<file path="config.mk">
export PLATFORM = sky130hd
export DESIGN_NAME = dec_8to256
export DESIGN_NICKNAME = d
export VERILOG_FILES = /design/src/rtl/dec_8to256.sv
export SDC_FILE = /design/constraint.sdc
export NUM_CORES = 1
export LEC_CHECK = 0
export BUFFER_PORTS_ARGS = -buffer_cell sky130_fd_sc_hd__buf_2
export CAP_MARGIN = 20
export CORE_MARGIN = 4
export CORE_UTILIZATION = 45
export CTS_BUF_LIST = sky130_fd_sc_hd__clkbuf_16
export DETAILED_ROUTE_END_ITERATION = 12
export PLACE_DENSITY = 0.75
export SLEW_MARGIN = 10
export SYNTH_ARGS = -nofsm -noshare
export SYNTH_HDL_FRONTEND = slang
export SYNTH_SLANG_ARGS = --single-unit
</file>
<file path="constraint.sdc">
create_clock -name clk -period 0.8 [get_ports clk]
set_input_delay 0.04 -clock clk [delete_from_list [all_inputs] [get_ports clk]]
set_output_delay 0.04 -clock clk [all_outputs]
set_load 0.01 [all_outputs]
</file>
<file path="src/rtl/dec_8to256.sv">
// Registered binary-to-one-hot decoder: an IN_W-bit code lights one of 2^IN_W lines split into two halves.
// Optional macro DEC_HOLD_EN: idle cycles (in_valid low) keep the last decode instead of clearing it.
module dec_8to256 #(
  parameter  int IN_W   = 8,
  localparam int HALF_W = 2 ** (IN_W - 1)
) (
  input  logic              clk,
  input  logic              rst_n,
  input  logic [IN_W-1:0]   in0,
  input  logic              in_valid,
  output logic [HALF_W-1:0] out0,
  output logic [HALF_W-1:0] out1,
  output logic              out_valid
);

  logic [2*HALF_W-1:0] dec;
  logic [2*HALF_W-1:0] out_d, out_q;
  logic                valid_d, valid_q;

  // Each line compares against its own index, so exactly one line matches any code.
  always_comb begin
    dec = '0;
    for (int k = 0; k < 2 * HALF_W; k++) begin
      dec[k] = (in0 == IN_W'(k));
    end
  end

  always_comb begin
    out_d   = out_q;
    valid_d = valid_q;
    if (in_valid) begin
      out_d   = dec;
      valid_d = 1'b1;
    end else begin
`ifdef DEC_HOLD_EN
      out_d   = out_q;
      valid_d = valid_q;
`else
      out_d   = '0;
      valid_d = 1'b0;
`endif
    end
  end

  always_ff @(posedge clk or negedge rst_n) begin
    if (!rst_n) begin
      out_q   <= '0;
      valid_q <= 1'b0;
    end else begin
      out_q   <= out_d;
      valid_q <= valid_d;
    end
  end

  assign out0      = out_q[HALF_W-1:0];
  assign out1      = out_q[2*HALF_W-1:HALF_W];
  assign out_valid = valid_q;

endmodule

</file>
After elaboration in Yosys (flattened, before gate mapping)

Cells that the tools add are included.

Eq/ne operators: 255
Reduce and logical (&&, ||, !) cells: 1
Multiplexer cells: 2

Operator list:

| cell                                          | count |
|---|---|
| == test 8 bit, second input constant          | 128 |
| == test 8 x 7 -> 1 bit, second input constant | 64 |
| == test 8 x 6 -> 1 bit, second input constant | 32 |
| two-way mux 256 bit                           | 1 |
| == test 8 x 5 -> 1 bit, second input constant | 16 |
| == test 8 x 4 -> 1 bit, second input constant | 8 |
| == test 8 x 3 -> 1 bit, second input constant | 4 |
| == test 8 x 2 -> 1 bit, second input constant | 2 |
| == test 8 x 1 -> 1 bit, second input constant | 1 |
| logical NOT 8 bit                             | 1 |
| two-way mux 1 bit                             | 1 |

Logic and storage cells: 260
Bits of input ports: 11
Output and inout port bits: 257
Bits in registers: 257

Depth between registers and ports, before layout

Depth in word-level cells: 2
Mapped depth: 5
Depth with buffers taken out: 2

Worst setup path before layout

OpenSTA, ideal clock, no wires.

Kind: input-to-reg
Start point: in in_valid
End point: reg out_q[176]
Path buffers: 3
Slack: -0.383 ns
Data arrival time: 1.094 ns
Data required time: 0.711 ns
Stages: 5
Cell sequence: buf_2 > or3b_2 > clkbuf_1 > buf_2 > nor3_1

Longest elaborated chain between the ends: 1

Ends and longest elaborated chain:

| item                 | RTL line | source |
|---|---|---|
| start, declared      | 10       | `input logic in_valid,` |
| two-way mux 256 bit  | 31       | `if (in_valid) begin` |
| via out_d[176]       | 17       | `logic [2*HALF_W-1:0] out_d, out_q;` |
| end signal, assigned | 50       | `out_q <= out_d;` |
| end, declared        | 17       |  |

The timed path passes the listed nets, and every way through them passes these cells.

Worst setup path after layout

Start point: reg out_q[41]
End point: out out0[41]

RTL lines:

| item          | RTL line | source |
|---|---|---|
| end, declared | 11       | `output logic [HALF_W-1:0] out0,` |

No word-level cell between the ends.

==> impl_metrics.yaml <==
status:
  status: "finished with violations"
  failed_checks: "hold timing, setup timing"
timing:
  fin_setup_tns_ns: -65.88
  worstMarginPinSlew_ns: 0.381
  setup_violations: 257
  maxClockFrequency_mhz: 909
  fin_crit_ns: 1.10
  finalWorstSetupSlack_ns: -0.300
  worst_slew_margin_rel: 0.746
  drv_slew: 0
  finalCritPeriodShare: 1.38
  hold_violations: 13
  holdWs_ns: -0.0657
  rsz0062_at_grt: "yes"
worst_setup_path:
  arrival_ns: 1.06
  path_buf_inv: 1
  cp.required_ns: 0.76
  slowest_delay_ns: 0.40
  worstSetupEndpointType: "output port"
  crit_type: "reg2out"
  start_kind: "flip-flop"
  cp_max_fo: 1
  worstPathCellList: "buf_2"
  crit_family: "flip-flops"
  crit_path_top_delay_cell: "dfrtp_1"
placed_design:
  port_buffers: 267
  gp_congestion: 0.798
  dpl.hpwl_um: 16300
  dpl_cell_area_mm2: 0.0117
final_layout:
  drive_gt1_frac: 0.616
  area_growth_pct: 53.1
  layout.nets: 944
  antennaDiodeCount: 0
  layout_commonest_cell: "dfrtp_1"
  final_cell_mix: "257 x dfrtp_1, 222 x buf_2, 192 x nor3_2"
  final_cell_area_mm2: 0.0129
worst_hold_path:
  worst_hold_path.num_cells: 3
  holdCritStartpoint: "in0[2]"
  hold_class: "in2reg"
  min_to: "out_q[61]"
clock_network:
  clock_path_buffers: 3
  numCtsBuffers: 26
  root_buffer: "clkbuf_16"
  ctsHtreeMaxLevel: 1
  cts_sinks: 257
  hold_buffers: 8
  tritoncts: "built"
  clk_pin_slew_ns: 0.06
global_route:
  grt_pass1_vias: 6753
  grt_overflow: 0
  grt_pass1_wl_um: 40400
  antenna_found_initial: 0
  grt_max_degree: 54
  track_usage: 0.242
route:
  avgViaCountPerCell: 5.36
  post_drt_wl_per_cell_um: 21.7
  drt-total-wl_um: 25700
  initialDrtViolationCount: 250
  dr_total_vias: 6336
  drc: 0
  dr.pass1.iters: 6
  ant_nets: 0
synthesis:
  synthDistinctLibCells: 23
  syn_area_per_cell_um2: 13.3
  yosysTopAreaCellShare: 0.761
  yosysTopAreaCell: "dfrtp_1"
  synth_nets: 648
  yosys_warnings: 0
  synth_area_mm2: 0.00845
  ys_seq_area_frac: 0.761
  synth_seq_cells: 257
  synth_area_leaders: "dfrtp_1 76%, nor3_1 14%, clkbuf_1 2.6%"
  synthCells: 637
floorplanning:
  io-pin-count: 268
  num_rows: 49
  die_x_um: 145
  dieArea_mm2: 0.0210
  initial_core_util: 0.464
  core_area_mm2: 0.0182
  die_h_um: 145
pwr:
  swShare: 0.220
  p_total_uw: 27300
  p_int_uw: 21300
  clock_power_share: 0.458
  leakage_uw: 0.00634
  powerDensity_mw_per_mm2: 2110
  seqPwrFrac: 0.478
  p_comb_frac: 0.064
  power.switching_uw: 5990
  ir_drop_mv: 1.62
run:
  max_cap_violations: 0
## power by group through the flow
stage / Combinational (uW) / Clock (uW) / Sequential, uW
floorplan: 987 / 0 / 13300
global placement: 1680 / 0 / 13300
detailed placement: 1700 / 0 / 13300
CTS: 1750 / 12700 / 13000
global route: 1880 / 13200 / 13000
finish: 1740 / 12500 / 13000
## cell families (layout without fill, tap and decap cells)
family / Yosys count / after routing / synth area share
buffers and inverters: 83 / 398 / 0.0409
AND/OR/NAND/NOR: 297 / 297 / 0.198
flip-flops: 257 / 257 / 0.761
## how the worst max path moves through the flow
stage,from,to,slack (ns),depth (start not counted)
after floorplan,in0[7],out_q[78],-0.31,5
after global placement,in0[4],out_q[67],-0.43,4
after detailed placement,in0[4],out_q[67],-0.46,4
after CTS,out_q[10],out0[10],-0.34,1
after global routing,out_q[10],out0[10],-0.34,1
final,out_q[41],out0[41],-0.30,1
## per-layer routing
| layer | track usage | part of all wire |
|---|---|---|
| met5 | 0 | 0 |
| met4 | 0.0665 | 0.029 |
| met3 | 0.0586 | 0.065 |
| met2 | 0.401 | 0.51 |
| met1 | 0.323 | 0.40 |
## flip-flops by register name (all words and copies together), names as in the netlist
name       count
out_q        256
out_valid      1
## metrics by stage
stage	hold WS (ns)	worst slack (ns)	util	cells
final	-0.0657	-0.300	0.711	1181
after global routing	-0.0305	-0.336	0.711	1181
after CTS	-0.0361	-0.339	0.703	1183
after detailed placement	-0.0406	-0.464	0.641	1128
after global placement	-0.0460	-0.426	0.641	1128
after floorplan	-0.256	-0.307	-	637
## synthesized netlist by cell type (all sizes together)
cell,n
dfrtp,257
nor3,250
clkbuf,59
buf,23
nand4bb,7
or4b,7
nand4b,6
nand2b,5
nor4,5
nand3b,4
nand2,3
nand4,2
or3b,2
or4,2
inv,1
nand3,1
nor2,1
nor4b,1
or2,1
## area by class of cell
class                           count  area, um^2
Timing Repair Buffer              350        2670
Tap cell                          229         287
Sequential cell                   257        6430
Inverter                            1        3.75
Multi-Input combinational cell    297        2660
Clock buffer                       27         676
Clock inverter                     20         216
Fill cell                        1194        5270
## timing repair
item,4_1_cts,5_1_grt
cloned,0,0
pin swaps,0,3
setup buffers,0,0
resized for setup,27,34
endpoints found under the setup margin,257,284
hold endpoints to repair,276,10
Power figures use the tool's default switching activity.
